<file path="src/rtl/core_host_pkg.sv">
// Shared sizes, op codes and FSM state type for the host-side core initiator.
package core_host_pkg;

    localparam int IMG_BYTES   = 2048;
    localparam int CMD_DEPTH   = 16;
    localparam int TIMEOUT_CYC = 4096;

    localparam int OP_W   = 4;
    localparam int DATA_W = 8;
    localparam int OUT_W  = 14;
    localparam int ADDR_W = 11;
    localparam int CNT_W  = $clog2(CMD_DEPTH) + 1;
    localparam int PTR_W  = ADDR_W + 1;

    localparam logic [OP_W-1:0]  OP_LOAD  = 4'd0;
    localparam logic [PTR_W-1:0] IMG_LAST = PTR_W'(IMG_BYTES - 1);
    localparam logic [CNT_W-1:0] CMD_MAX  = CNT_W'(CMD_DEPTH);

    typedef enum logic [2:0] {
        ST_IDLE,
        ST_FETCH,
        ST_ISSUE,
        ST_STREAM,
        ST_DRAIN,
        ST_FINISH
    } host_state_e;

endpackage

</file>
<file path="src/rtl/host_prefetch_fifo.sv">
// Two-entry skid buffer between 1-cycle-latency image memory and the core byte port.
// The head register drives the byte port directly; the skid slot absorbs the read already in flight.
module host_prefetch_fifo
    import core_host_pkg::*;
(
    input  logic              i_clk,
    input  logic              i_rst_n,
    input  logic              run,
    input  logic              flush,
    input  logic              in_ready,
    input  logic [DATA_W-1:0] img_data,
    output logic              img_rd_en,
    output logic [ADDR_W-1:0] img_addr,
    output logic              in_valid,
    output logic [DATA_W-1:0] in_data,
    output logic              last_xfer
);

    logic [PTR_W-1:0]  rd_addr;
    logic              inflight, inflight_last;
    logic              head_last;
    logic              skid_vld, skid_last;
    logic [DATA_W-1:0] skid_data;
    logic              pop, fill_head;
    logic [1:0]        occ;

    assign pop       = in_valid & in_ready;
    assign fill_head = ~in_valid | pop;
    assign last_xfer = pop & head_last;
    assign img_addr  = rd_addr[ADDR_W-1:0];

    // Read request looks at this cycle's pop so a full-rate stream needs only two slots.
    assign occ       = {1'b0, in_valid} + {1'b0, skid_vld} + {1'b0, inflight} - {1'b0, pop};
    assign img_rd_en = run & ~flush & (rd_addr <= IMG_LAST) & (occ < 2'd2);

    always_ff @(posedge i_clk or negedge i_rst_n) begin
        if (!i_rst_n) begin
            rd_addr       <= '0;
            inflight      <= 1'b0;
            inflight_last <= 1'b0;
            in_valid      <= 1'b0;
            in_data       <= '0;
            head_last     <= 1'b0;
            skid_vld      <= 1'b0;
            skid_data     <= '0;
            skid_last     <= 1'b0;
        end else if (flush) begin
            rd_addr       <= '0;
            inflight      <= 1'b0;
            inflight_last <= 1'b0;
            in_valid      <= 1'b0;
            in_data       <= '0;
            head_last     <= 1'b0;
            skid_vld      <= 1'b0;
            skid_data     <= '0;
            skid_last     <= 1'b0;
        end else begin
            inflight      <= img_rd_en;
            inflight_last <= img_rd_en & (rd_addr == IMG_LAST);
            if (img_rd_en)
                rd_addr <= rd_addr + 1'b1;
            if (fill_head) begin
                if (skid_vld) begin
                    in_valid  <= 1'b1;
                    in_data   <= skid_data;
                    head_last <= skid_last;
                    skid_vld  <= inflight;
                    skid_data <= img_data;
                    skid_last <= inflight_last;
                end else begin
                    in_valid  <= inflight;
                    head_last <= inflight_last;
                    if (inflight)
                        in_data <= img_data;
                end
            end else if (inflight) begin
                skid_vld  <= 1'b1;
                skid_data <= img_data;
                skid_last <= inflight_last;
            end
        end
    end

endmodule

</file>
<file path="src/rtl/core_host_ctrl.sv">
// Host initiator: plays a command list into the core, streams image bytes on load ops, sums results.
// Optional watchdog abort is compiled in with HOST_TIMEOUT_EN.
module core_host_ctrl
    import core_host_pkg::*;
(
    input  logic              i_clk,
    input  logic              i_rst_n,
    input  logic              i_start,
    input  logic              i_cmd_wr_en,
    input  logic [3:0]        i_cmd_wr_addr,
    input  logic [OP_W-1:0]   i_cmd_wr_data,
    input  logic [CNT_W-1:0]  i_cmd_count,
    output logic              o_img_rd_en,
    output logic [ADDR_W-1:0] o_img_addr,
    input  logic [DATA_W-1:0] i_img_data,
    output logic              o_op_valid,
    output logic [OP_W-1:0]   o_op_mode,
    input  logic              i_op_ready,
    output logic              o_in_valid,
    output logic [DATA_W-1:0] o_in_data,
    input  logic              i_in_ready,
    input  logic              i_out_valid,
    input  logic [OUT_W-1:0]  i_out_data,
    output logic              o_busy,
    output logic              o_done,
    output logic              o_error,
    output logic [15:0]       o_result_count,
    output logic [15:0]       o_checksum
);

    host_state_e      state, state_nxt;
    logic [OP_W-1:0]  cmd_list [CMD_DEPTH];
    logic [CNT_W-1:0] idx, cnt, start_cnt;
    logic             op_xfer, last_xfer, timeout;

    assign op_xfer   = o_op_valid & i_op_ready;
    assign start_cnt = (i_cmd_count > CMD_MAX) ? CMD_MAX : i_cmd_count;

    always_comb begin
        state_nxt = state;
        case (state)
            ST_IDLE:   if (i_start) state_nxt = (start_cnt == '0) ? ST_FINISH : ST_FETCH;
            ST_FETCH:  state_nxt = ST_ISSUE;
            ST_ISSUE:  if (op_xfer) state_nxt = (o_op_mode == OP_LOAD) ? ST_STREAM : ST_DRAIN;
            ST_STREAM: if (last_xfer) state_nxt = ST_DRAIN;
            ST_DRAIN:  if (i_op_ready) state_nxt = (idx + 1'b1 == cnt) ? ST_FINISH : ST_FETCH;
            ST_FINISH: state_nxt = ST_IDLE;
            default:   state_nxt = ST_IDLE;
        endcase
        if (timeout)
            state_nxt = ST_FINISH;
    end

    // Status outputs are registered from the next state so they line up with the state they describe.
    always_ff @(posedge i_clk or negedge i_rst_n) begin
        if (!i_rst_n) begin
            state          <= ST_IDLE;
            idx            <= '0;
            cnt            <= '0;
            o_op_valid     <= 1'b0;
            o_op_mode      <= '0;
            o_busy         <= 1'b0;
            o_done         <= 1'b0;
            o_result_count <= '0;
            o_checksum     <= '0;
        end else begin
            state      <= state_nxt;
            o_busy     <= (state_nxt != ST_IDLE);
            o_done     <= (state_nxt == ST_FINISH);
            o_op_valid <= (state_nxt == ST_ISSUE);
            if (state == ST_FETCH)
                o_op_mode <= cmd_list[idx[3:0]];
            if (state == ST_DRAIN && i_op_ready)
                idx <= idx + 1'b1;
            if (state == ST_IDLE && i_start) begin
                idx            <= '0;
                cnt            <= start_cnt;
                o_result_count <= '0;
                o_checksum     <= '0;
            end else if (state != ST_IDLE && i_out_valid) begin
                if (o_result_count != 16'hFFFF)
                    o_result_count <= o_result_count + 16'd1;
                o_checksum <= o_checksum + {2'b00, i_out_data};
            end
        end
    end

    always_ff @(posedge i_clk) begin
        if (i_cmd_wr_en && state == ST_IDLE)
            cmd_list[i_cmd_wr_addr] <= i_cmd_wr_data;
    end

    host_prefetch_fifo u_prefetch (
        .i_clk     (i_clk),
        .i_rst_n   (i_rst_n),
        .run       (state == ST_STREAM),
        .flush     (state_nxt != ST_STREAM),
        .in_ready  (i_in_ready),
        .img_data  (i_img_data),
        .img_rd_en (o_img_rd_en),
        .img_addr  (o_img_addr),
        .in_valid  (o_in_valid),
        .in_data   (o_in_data),
        .last_xfer (last_xfer)
    );

`ifdef HOST_TIMEOUT_EN
    localparam int               WD_W    = $clog2(TIMEOUT_CYC);
    localparam logic [WD_W-1:0] WD_LAST = WD_W'(TIMEOUT_CYC - 1);

    logic [WD_W-1:0] wd_cnt;
    logic            wd_live, progress;

    assign wd_live  = state inside {ST_ISSUE, ST_STREAM, ST_DRAIN};
    assign progress = op_xfer | (o_in_valid & i_in_ready) | i_out_valid;
    assign timeout  = wd_live & ~progress & (wd_cnt == WD_LAST);

    always_ff @(posedge i_clk or negedge i_rst_n) begin
        if (!i_rst_n) begin
            wd_cnt  <= '0;
            o_error <= 1'b0;
        end else begin
            wd_cnt <= (!wd_live || progress) ? '0 : wd_cnt + 1'b1;
            if (state == ST_IDLE && i_start)
                o_error <= 1'b0;
            else if (timeout)
                o_error <= 1'b1;
        end
    end
`else
    assign timeout = 1'b0;
    assign o_error = 1'b0;
`endif

endmodule
</file>
<file path="config.mk">
export PLATFORM = sky130hd
export DESIGN_NAME = core_host_ctrl
export DESIGN_NICKNAME = d
export VERILOG_FILES = /design/src/rtl/core_host_pkg.sv /design/src/rtl/host_prefetch_fifo.sv /design/src/rtl/core_host_ctrl.sv
export SDC_FILE = /design/constraint.sdc
export NUM_CORES = 1
export LEC_CHECK = 0
export ABC_AREA = 1
export BUFFER_PORTS_ARGS = -buffer_cell sky130_fd_sc_hd__buf_2
export CAP_MARGIN = 20
export CELL_PAD_IN_SITES_DETAIL_PLACEMENT = 1
export CELL_PAD_IN_SITES_GLOBAL_PLACEMENT = 2
export CORE_MARGIN = 10
export CORE_UTILIZATION = 32
export CTS_BUF_LIST = sky130_fd_sc_hd__clkbuf_4 sky130_fd_sc_hd__clkbuf_8 sky130_fd_sc_hd__clkbuf_16
export DETAILED_ROUTE_END_ITERATION = 16
export PLACE_DENSITY_LB_ADDON = 0.1
export SLEW_MARGIN = 30
export SYNTH_ARGS = -nofsm -noshare
export SYNTH_HDL_FRONTEND = slang
export SYNTH_SLANG_ARGS = --single-unit
</file>
<file path="constraint.sdc">
create_clock -name i_clk -period 2.2 [get_ports i_clk]
set_input_delay 0.22 -clock i_clk [delete_from_list [all_inputs] [get_ports i_clk]]
set_output_delay 0.22 -clock i_clk [all_outputs]
set_load 0.1 [all_outputs]
</file>
### Word level (Yosys, flattened, before mapping)

Memories as Yosys holds them, arrays and structs flattened. A register that Yosys moved wholly into a read port is not among the register bits.
Cells that the tools add are included.

* memories kept: 1
* word-level logic and storage cells: 112
* bits in writable memories: 64
* register bits: 82
* output and inout port bits: 61

Memory list
* cmd_list: words 16, bits a word 4, rd ports 1, clocked after memory_dff 1, wr ports 1, line core_host_ctrl.sv:32 `logic [OP_W-1:0] cmd_list [CMD_DEPTH];`

* order comparisons: 3
* eq/ne operators: 11
* reduce and logical (&&, ||, !) cells: 20
* mux-type cells: 43
* bitwise logic cells: 10
* add/sub/neg operators: 7

Operators with widths (number)
* 16-bit two-way mux: 5
* 8-bit two-way mux: 7
* 12-bit two-way mux: 2
* 3-bit two-way mux: 7
* 1-bit two-way mux: 18
* 16-bit by 1-bit adder with 16-bit output, second input constant: 1
* 16-bit by 14-bit adder with 16-bit output: 1
* 16-bit != test, second input constant: 1
* 5-bit two-way mux: 3
* 3-bit case mux with 5 select lines: 1
* 12-bit by 1-bit adder with 12-bit output, second input constant: 1
* 12-bit by 11-bit equality test with 1-bit output, second input constant: 1
* 12-bit by 11-bit <= comparator with 1-bit output, second input constant: 1
* 3-bit nonzero test: 4
* 2-bit nonzero test: 5
* 3-bit by 2-bit equality test with 1-bit output, second input constant: 3
* 1-bit AND: 7
* 3-bit equality test, second input constant: 2
* 2-bit AND reduction: 3
* 5-bit by 1-bit adder with 5-bit output, second input constant: 1
* 5-bit equality test: 1
* 5-bit > comparator, second input constant: 1
* 5-bit logical NOT: 1
* 1-bit logical AND: 4
* 12 further kinds: 13

### Logic depth before layout (Yosys ltp)

Gate-level depths: netlist (run 1).

* word-level depth: 13
* gate-level depth with buffers: 14
* gate-level depth less buffers: 14

### Cells and area by module

Synthesis (run 1) repeated with hierarchy kept, for this count alone.

* cell total of the unflattened synthesis: 882
* area total of the unflattened synthesis: 7726.2 um2

By module, submodules not included
* core_host_ctrl: cells an instance 656, times used 1, sequential area each 3223.1 um2, area an instance 5923.2 um2
* host_prefetch_fifo: cells an instance 226, times used 1, sequential area each 850.8 um2, area an instance 1803.0 um2

### Worst setup path before layout (run 1)

No wires, ideal clock.

* path type: flip-flop to flip-flop
* from: reg u_prefetch.in_valid
* to: reg u_prefetch.rd_addr[8]
* buffers on the path: 0
* required time: 2.081 ns
* arrival time: 2.909 ns
* slack: -0.828 ns
* cell stages (with the launch flop): 14
* cell sequence: dfrtp_1 > nand2_1 > inv_1 > ha_1 > inv_1 > ha_1 > nand2_1 > inv_1 > o21bai_1 > nand4_4 > inv_2 > nand3_1 > nand2_1 > nor2_1

* longest elaborated chain between the ends: 10
* elaborated cells between the ends (all ways): 15
* classes of those cells: add/sub (3); order compare (1); eq/ne (1); mux (3); bitwise (6); reduce/logical (1)

Ends and longest elaborated chain
* from (decl): line host_prefetch_fifo.sv:14 `output logic in_valid,`
* from (signal assigned): line host_prefetch_fifo.sv:71 `in_valid <= inflight;`
* parallel branches: the longest is 8 deep, another holds 1-bit by 1-bit adder with 2-bit output
* 1-bit AND (*): line host_prefetch_fifo.sv:34 `assign img_rd_en = run & ~flush & (rd_addr <= IMG_LAST) & (occ < 2'd2);`
* net o_img_rd_en: line core_host_ctrl.sv:13 `output logic o_img_rd_en,`
* 2-bit nonzero test (no source line) (*)
* to (signal assigned): line host_prefetch_fifo.sv:61 `rd_addr <= rd_addr + 1'b1;`
* to (decl): line host_prefetch_fifo.sv:19 `logic [PTR_W-1:0] rd_addr;`

Mark *: on every way through the listed nets, which the timed path passes.
A chain may end at the register's enable or synchronous reset.

### Worst setup path in the final report (run 1)

* from: reg u_prefetch.in_valid
* to: out o_img_rd_en

* longest elaborated chain between the ends: 9
* elaborated cells between the ends (all ways): 13
* classes of those cells: add/sub (3); order compare (1); eq/ne (1); mux (2); bitwise (6)

Ends and longest elaborated chain (line)
* parallel branches: the longest is 8 deep, another holds 1-bit by 1-bit adder with 2-bit output
* 1-bit AND (*): host_prefetch_fifo.sv:34
* to (decl): core_host_ctrl.sv:13

Mark *: on every way between the ends.

==> results.txt, run 1 <==
----------------------------------------------------
[Route]
  Count of TritonRoute iterations in the first routing pass ... 4
  DRC violation total after the first TritonRoute iteration ... 287
  Total via count after detailed routing ... 6,507
  Remaining antenna violation count ... 0
  Number of DRC violations after detailed routing ... 0
  Detail-routed via count per cell ... 4.896
  Drt wl/cell ... 17.10 um
  Final routed wirelength across all metal layers ... 22,730 um

[Placed design]
  Placed cell areas ... 8686 sq um
  Placement Setup Slack ... -0.0001898 ns
  Final HPWL DP ... 16,460 um
  Quantity of I/O buffers inserted on ports ... 101
  Routability Congestion ... 0.7700
  Placed cells ... 1,287

[Final layout]
  Final nets ... 1,058
  Final design utilization ... 40.19%
  Fill cells ... 2,810
  Area growth from synthesis to final layout ... 22.54%
  Fraction of layout instances using a drive strength above 1 ... 21.41%
  Leading cell types in the layout, fill and taps excluded ... 173 x sky130_fd_sc_hd__nand2_1, 110 x sky130_fd_sc_hd__nor2_1, 99 x sky130_fd_sc_hd__buf_2
  Number of standard cells in the final layout excluding fillers ... 1,329
  Post-route standard cell area excluding fillers ... 9490 sq um
  Most common cell after layout, fill and taps aside ... sky130_fd_sc_hd__nand2_1

[Worst setup path]
  Gate family responsible for the most delay along the worst path ... flip-flops
  FF-to-FF End ... u_prefetch.rd_addr[2]$_DFFE_PN0P_
  Buffer and inverter count on the worst path ... 5
  Capturing element type of the critical path ... output port
  Startpoint of the worst-slack reg-to-reg timing path ... u_prefetch.in_valid$_DFFE_PN0P_
  Number of cells on the worst reg-to-reg path ... 17
  Chain of cells forming the critical path ... nand2_4 > inv_4 > ha_4 > inv_2 > ha_4 > nand2_2 > inv_2 > nor2_2 > nand2_2 > nand4_4 > inv_8 > buf_12
  Data required, critical path ... 1.98 ns
  Setup slack of the worst register-to-register path ... -0.08 ns
  Type of origin of the critical path ... register
  Kind of critical path ... reg -> out
  Critical Path Slowest Stage Cell ... sky130_fd_sc_hd__dfrtp_4
  Largest fanout on the critical path ... 2
  Critical Path AT ... 2.18 ns
  Maximum cell stage delay along the critical path ... 0.49 ns
  Start point of the critical path ... u_prefetch.in_valid$_DFFE_PN0P_

[Clocking]
  Depth of the CTS H-tree ... 4
  Number of clock sinks ... 150
  TritonCTS clock tree ... yes
  Clock buffer count from CTS ... 17
  Clock buffer depth ... 2
  Clock-pin transition on the worst setup and hold timing paths ... 0.07 ns
  Root buf cell ... sky130_fd_sc_hd__clkbuf_16
  Worst-Skew Late Latency ... 0.43 ns

[STA]
  Actual transition at the worst max-transition pin ... 0.4994 ns
  Fin. max-slew vios ... 0
  Final period demand of the worst path ... 2.399 ns
  Fin worst setup slack ... -0.1989 ns
  Highest clock frequency the design can meet ... 416.8 MHz
  RSZ-0062 raised after global routing ... yes
  Clock skew after layout ... 0.01357 ns
  Worst slew margin ... 66.56%
  Count of endpoints failing setup in the final report ... 9
  Number of endpoints with negative hold slack in the final report ... 0
  Setup TNS ... -0.4939 ns
  Hold WS ... 0.1036 ns
  Post-route fraction of the period consumed by the critical path ... 109.0%

[Die]
  Die outline area ... 30,820 sq um
  Vert. Die Dim ... 175.6 um
  Starting utilization of the core area ... 32.80%
  I/O Pins ... 103
  Placeable core region ... 23,610 sq um
  Width of the chip ... 175.6 um
  Site row count ... 56

[Synthesis]
  Most used DFF post-synth ... sky130_fd_sc_hd__dfrtp_1
  Async SR Flop Fraction ... 57.33%
  Number of unique standard cell types used by synthesis ... 45
  Mapped Cells ... 880
  Post-synthesis net count ... 942
  Flip-flop and latch count after synthesis ... 150
  Count of yosys warnings during synthesis ... 0
  Sequential cell area fraction in the yosys report ... 52.60%
  Mean area per synthesized cell ... 8.801 sq um
  Post-synthesis instance area ... 7745 sq um
  Count of flip-flops with a built-in enable after synthesis ... 64

[Worst hold path]
  Hold wc startpoint ... i_cmd_count[1]
  Class of the tightest hold or removal check ... in -> reg
  Endpoint, Worst Hold ... cnt[1]$_DFFE_PN0P_
  Hold depth ... 3

[Run status]
  Failing checks ... negative setup slack
  Run status ... finished with violations

[Global routing]
  GRT Util Overall ... 14.99%
  First-pass GRT wire length ... 36,980 um
  Maximum number of pins on one net before global-route repair ... 43
  Via count of the first global-routing pass ... 6,820
  Global route total overflow ... 0
  Number of antenna violations at the first check in global routing ... 1

[Power and ir drop]
  Total design power ... 13.00 mW
  Lkg Pwr ... 4.274 nW
  Worst vdd rail ir drop ... 0.001130 V
  Power density over the cells ... 1369 nW/um^2

[Flow run]
  # Max-Cap Violations ... 0

----------------------------------------------------
## final cells by class
class | instances | area (sq um) | share of cell area [%]
antenna | 1 | 2.502 | 0.02637
clock buffer | 18 | 432.9 | 4.562
clock inverter | 14 | 187.7 | 1.978
inverter | 83 | 321.6 | 3.388
multi-input combinational | 612 | 3286 | 34.62
sequential | 150 | 4086 | 43.06
tap | 319 | 399.1 | 4.206
timing repair buffer | 132 | 774.5 | 8.161
## worst min-delay path: stages
cell and delay [ns]:
sky130_fd_sc_hd__buf_2 0.11, sky130_fd_sc_hd__inv_1 0.06, sky130_fd_sc_hd__o22ai_1 0.08
## worst max path at each step
stage | to | slack, ns | cells after the start
floorplan | u_prefetch.rd_addr[7]$_DFFE_PN0P_ | -0.12 | 12
global placement | o_img_rd_en | 0.05 | 11
detailed placement | u_prefetch.rd_addr[4]$_DFFE_PN0P_ | -0.0002 | 12
CTS | o_img_rd_en | -0.29 | 12
global route | o_img_rd_en | -0.29 | 12
finish | o_img_rd_en | -0.20 | 12
## state kept, by name, summed over array words and instances (netlist names), 3 cells and up
register and flops:
state 3, o_checksum 16, cmd_list 64, cnt 5, u_prefetch.in_data 8, idx 5
u_prefetch.skid_data 8, u_prefetch.rd_addr 12, o_op_mode 4, o_result_count 16
## routing by layer
metal  global-route usage, %  vias up  wire, um
li1                        -     3235         -
met1                   19.06     3185     10740
met2                   24.93       78     11020
met3                   3.989        9       809
met4                   3.285        0       169
met5                       0        -         0
## cells in the mapped netlist (2+ instances only)
cell type / number / area, sq um
sky130_fd_sc_hd__o21ai_0: 64 / 320.3
sky130_fd_sc_hd__buf_2: 6 / 30.03
sky130_fd_sc_hd__nor3_1: 20 / 100.1
sky130_fd_sc_hd__o211ai_1: 2 / 15.01
sky130_fd_sc_hd__nor3b_1: 2 / 15.01
sky130_fd_sc_hd__o21a_1: 3 / 22.52
sky130_fd_sc_hd__o21ai_1: 10 / 50.05
sky130_fd_sc_hd__inv_1: 72 / 270.3
sky130_fd_sc_hd__a21oi_2: 2 / 17.52
sky130_fd_sc_hd__clkbuf_1: 14 / 52.55
sky130_fd_sc_hd__nand2_2: 4 / 25.02
sky130_fd_sc_hd__nand3b_1: 7 / 52.55
sky130_fd_sc_hd__nand3_1: 64 / 320.3
sky130_fd_sc_hd__inv_2: 8 / 30.03
sky130_fd_sc_hd__o21bai_1: 17 / 127.6
sky130_fd_sc_hd__o22ai_1: 5 / 31.28
sky130_fd_sc_hd__buf_4: 12 / 90.09
sky130_fd_sc_hd__buf_6: 2 / 22.52
sky130_fd_sc_hd__o221ai_1: 16 / 140.1
sky130_fd_sc_hd__a21oi_1: 43 / 215.2
sky130_fd_sc_hd__nand2_1: 178 / 668.1
sky130_fd_sc_hd__nor2_1: 114 / 427.9
sky130_fd_sc_hd__edfxtp_1: 64 / 1922
sky130_fd_sc_hd__xor2_1: 8 / 70.07
sky130_fd_sc_hd__nor3_2: 2 / 20.02
sky130_fd_sc_hd__nor4_1: 2 / 12.51
sky130_fd_sc_hd__nand4_1: 16 / 100.1
sky130_fd_sc_hd__ha_1: 19 / 237.7
sky130_fd_sc_hd__dfrtp_1: 86 / 2152
sky130_fd_sc_hd__clkinv_1: 3 / 11.26
## logic make-up after synthesis
group	share of synthesized area, %
fa+ha+maj	3.328
simple gates	24.04
mux	0.1292
flops	52.60
xor+xnor	0.9047
buf+inv	6.591
compound gates	12.36
other cells	0.04842
## report_power, final
group | internal [mW] | switching, mW
registers | 3.35 | 0.383
clock network | 1.84 | 1.29
logic | 1.38 | 4.75
total | 6.57 | 6.42
## repair_timing
| action | CTS | global route |
|---|---|---|
| buffers inserted | 6 | 4 |
| pin swaps | 7 | 12 |
| hold buffers | 1 | 0 |
| gates resized for setup | 10 | 17 |
| hold endpoints to repair | 29 | 0 |
| endpoints found under the setup margin | 3 | 21 |
No activity file was read; power rests on OpenSTA's default activity.
==> run 2, diff against run 1 <==
--- a/config.mk
+++ b/config.mk
@@ -10,10 +10,12 @@
 export CAP_MARGIN = 20
 export CELL_PAD_IN_SITES_DETAIL_PLACEMENT = 1
 export CELL_PAD_IN_SITES_GLOBAL_PLACEMENT = 2
+export CORE_ASPECT_RATIO = 0.6
 export CORE_MARGIN = 10
 export CORE_UTILIZATION = 32
 export CTS_BUF_LIST = sky130_fd_sc_hd__clkbuf_4 sky130_fd_sc_hd__clkbuf_8 sky130_fd_sc_hd__clkbuf_16
 export DETAILED_ROUTE_END_ITERATION = 16
+export HOLD_SLACK_MARGIN = 0.12
 export PLACE_DENSITY_LB_ADDON = 0.1
 export SLEW_MARGIN = 30
 export SYNTH_ARGS = -nofsm -noshare
==> run 2 against run 1 <==
Compared with the run above:
- the flow still finishes with violations (negative setup slack)
- clock power rose by 5%
- register-to-register slack barely moved
- count of clock-buffer cells in the layout fell by 1
- design area rose by 2.1%
- power rose by 2.7%
- sequential share of layout area fell by 0.88 points
- via count fell by 0.41%
- flip-flop and latch count did not move
- sequential power barely moved
- critical endpoint unchanged
- largest power group unchanged
==> results.txt, run 2 (same netlist as run 1, synthesis figures left out) <==
----------------------------------------------------
[Run status]
  Run status ... finished with violations (unchanged)
  Failing checks ... negative setup slack (unchanged)

[Global routing]
  Global route total overflow ... 0 (unchanged)
  Via count of the first global-routing pass ... 6,689 (was 6,820)
  First-pass GRT wire length ... 38,500 um (was 36,980 um)
  GRT Util Overall ... 15.40% (was 14.99%)
  Number of antenna violations at the first check in global routing ... 0 (was 1)
  Maximum number of pins on one net before global-route repair ... 36 (was 43)

[Worst setup path]
  Type of origin of the critical path ... register (unchanged)
  Data required, critical path ... 1.98 ns (about the same)
  Buffer and inverter count on the worst path ... 5 (unchanged)
  Critical Path AT ... 2.22 ns (was 2.18 ns)
  Critical Path Slowest Stage Cell ... sky130_fd_sc_hd__dfrtp_4 (unchanged)
  Largest fanout on the critical path ... 2 (unchanged)
  Gate family responsible for the most delay along the worst path ... adder cells (was flip-flops)
  Kind of critical path ... reg -> out (unchanged)
  Maximum cell stage delay along the critical path ... 0.49 ns (about the same)
  Capturing element type of the critical path ... output port (unchanged)
  Chain of cells forming the critical path ... nand2_4 > inv_4 > ha_4 > inv_2 > ha_4 > nand2_2 > inv_2 > nor2_2 > nand2_2 > nand4_4 > inv_8 > buf_12 (unchanged)

[STA]
  Highest clock frequency the design can meet ... 409.4 MHz (was 416.8 MHz)
  Worst slew margin ... 63.60% (was 66.56%)
  Actual transition at the worst max-transition pin ... 0.5419 ns (was 0.4994 ns)
  Clock skew after layout ... 0.009584 ns (was 0.01357 ns)
  Fin. max-slew vios ... 0 (unchanged)
  Number of endpoints with negative hold slack in the final report ... 0 (unchanged)
  RSZ-0062 raised after global routing ... yes (unchanged)
  Post-route fraction of the period consumed by the critical path ... 111.0% (was 109.0%)
  Final period demand of the worst path ... 2.442 ns (was 2.399 ns)
  Count of endpoints failing setup in the final report ... 10 (was 9)
  Setup TNS ... -0.9338 ns (was -0.4939 ns)
  Fin worst setup slack ... -0.2424 ns (was -0.1989 ns)

[Final layout]
  Largest register FFs ... 64 (unchanged)
  Largest registers ranked by flip-flop count ... cmd_list (64), o_checksum (16), o_result_count (16) (unchanged)
  Count of inserted antenna diode cells ... 0 (was 1)
  Leading cell types in the layout, fill and taps excluded ... 171 x sky130_fd_sc_hd__nand2_1, 111 x sky130_fd_sc_hd__nor2_1, 99 x sky130_fd_sc_hd__buf_2 (was 173 x sky130_fd_sc_hd__nand2_1, 110 x sky130_fd_sc_hd__nor2_1, 99 x sky130_fd_sc_hd__buf_2)
  Most flops, register ... cmd_list (unchanged)
  Number of standard cells in the final layout excluding fillers ... 1,344 (was 1,329)
  Area growth from synthesis to final layout ... 25.10% (was 22.54%)
  Most common cell after layout, fill and taps aside ... sky130_fd_sc_hd__nand2_1 (unchanged)
  Fraction of layout instances using a drive strength above 1 ... 22.55% (was 21.41%)
  Final nets ... 1,078 (was 1,058)

[Route]
  Drt wl/cell ... 17.67 um (was 17.10 um)
  Count of TritonRoute iterations in the first routing pass ... 4 (unchanged)
  Total via count after detailed routing ... 6,480 (was 6,507)
  Metal-1 WL ... 12,950 um (was 10,740 um)
  DRC violation total after the first TritonRoute iteration ... 328 (was 287)
  Number of DRC violations after detailed routing ... 0 (unchanged)
  Routed length on met2 ... 9937 um (was 11,020 um)
  Final routed wirelength across all metal layers ... 23,750 um (was 22,730 um)
  Metal3 WL ... 705 um (was 809 um)
  Detail-routed via count per cell ... 4.821 (was 4.896)
  Remaining antenna violation count ... 0 (unchanged)
  Highest metal layer used by the detailed router ... met4 (unchanged)

[Power and ir drop]
  Combinational share of power ... 47.4% (was 47.2%)
  Lkg Pwr ... 4.372 nW (was 4.274 nW)
  Power density over the cells ... 1377 nW/um^2 (was 1369 nW/um^2)
  Worst vdd rail ir drop ... 0.0007065 V (was 0.001130 V)
  Power Internal ... 6.849 mW (was 6.572 mW)
  Net switching power of the design ... 6.497 mW (was 6.424 mW)
  Sequential Power Share ... 27.9% (was 28.7%)
  Total design power ... 13.35 mW (was 13.00 mW)
  Clock network fraction of design power ... 24.7% (was 24.1%)
  Switching Fraction ... 48.68% (was 49.43%)

[Clocking]
  Worst-Skew Late Latency ... 0.44 ns (was 0.43 ns)
  Clock-pin transition on the worst setup and hold timing paths ... 0.06 ns (was 0.07 ns)
  Root buf cell ... sky130_fd_sc_hd__clkbuf_16 (unchanged)
  Number of clock sinks ... 150 (unchanged)
  Clock buffer count from CTS ... 17 (unchanged)
  Depth of the CTS H-tree ... 4 (unchanged)
  TritonCTS clock tree ... yes (unchanged)
  Clock buffer depth ... 2 (unchanged)

[Placed design]
  Routability Congestion ... 0.7840 (was 0.7700)
  Placement Setup Slack ... 0.008851 ns (was -0.0001898 ns)
  Placed cells ... 1,298 (was 1,287)
  Quantity of I/O buffers inserted on ports ... 101 (unchanged)
  Final HPWL DP ... 17,600 um (was 16,460 um)

[Die]
  I/O Pins ... 103 (unchanged)
  Placeable core region ... 23,460 sq um (was 23,610 sq um)
  Starting utilization of the core area ... 33.02% (was 32.80%)
  Site row count ... 43 (was 56)
  Vert. Die Dim ... 140.5 um (was 175.6 um)
  Die outline area ... 31,030 sq um (was 30,820 sq um)
  Width of the chip ... 220.8 um (was 175.6 um)

[Worst hold path]
  Class of the tightest hold or removal check ... in -> reg (unchanged)

[Flow run]
  # Max-Cap Violations ... 0 (unchanged)

----------------------------------------------------
-- run 2: cell types whose count changed in the layout (fill, tap and decap cells not counted), moves of 2 or more --
cell	before	now
sky130_fd_sc_hd__dlygate4sd3_1	1	6
sky130_fd_sc_hd__buf_4	29	44
sky130_fd_sc_hd__nand2_1	173	171
sky130_fd_sc_hd__inv_8	4	1
sky130_fd_sc_hd__bufinv_16	3	5
-- run 2: repair_timing --
action | 4_1_cts | 5_1_grt
gates resized for setup | 9 | 21
endpoints found under the setup margin | 3 | 16
endpoints found under the hold margin | 72 | 0
hold buffers | 6 | 0
setup buffers | 5 | 5
pin swaps | 7 | 9
-- run 2: metrics by stage --
stage	hold WS, ns	utilization (%)	area, sq um
floorplan	-0.07559	-	7785
global placement	0.1796	37.49	8793
detailed placement	0.1745	37.49	8793
CTS	0.1326	40.86	9584
global route	0.1684	41.31	9689
finish	0.1453	41.31	9689
-- run 2: worst min-delay path: cells and delay by family --
family	cells	cell delay [ns]
compound gates	1	0.04
buf+inv	2	0.11
simple gates	2	0.16
-- run 2: final cells by class --
cell class                 count  area, sq um
clock buffer                  17        425.4
inverter                      83        321.6
tap                          315        394.1
timing repair buffer         152        937.1
multi-input combinational    612         3302
sequential                   150         4086
fill                        2808        13770
clock inverter                15        222.7
-- run 2: path summary, 6_finish.rpt --
path                                                     start                                   to  slack (ns)  cells after the start
min reg2reg                u_prefetch.skid_data[6]$_DFFE_PN0P_  u_prefetch.skid_data[6]$_DFFE_PN0P_        0.51                      2
min                                              i_img_data[6]  u_prefetch.skid_data[6]$_DFFE_PN0P_        0.15                      5
max reg2reg                    u_prefetch.in_valid$_DFFE_PN0P_    u_prefetch.rd_addr[4]$_DFFE_PN0P_       -0.09                     15
max                            u_prefetch.in_valid$_DFFE_PN0P_                          o_img_rd_en       -0.24                     12
max in group asynchronous                              i_rst_n             o_op_mode[2]$_DFFE_PN0P_        1.33                      3
min in group asynchronous                              i_rst_n            o_checksum[8]$_DFFE_PN0P_        0.24                      2
-- run 2: layer usage --
layer,up-vias,global-route usage (%)
met4,0,3.553
met2,78,21.71
li1,3266,-
met5,-,0
met1,3117,23.14
met3,19,3.263
-- run 2: power by group through the flow --
stage | clock network, mW | logic [mW] | registers [mW]
2_1_floorplan | 0 | 2.63 | 5.75
3_3_place_gp | 0 | 6.26 | 3.78
3_5_place_dp | 0 | 6.26 | 3.78
4_1_cts | 3.38 | 6.35 | 3.73
5_1_grt | 3.52 | 6.90 | 3.79
6_report | 3.29 | 6.33 | 3.72
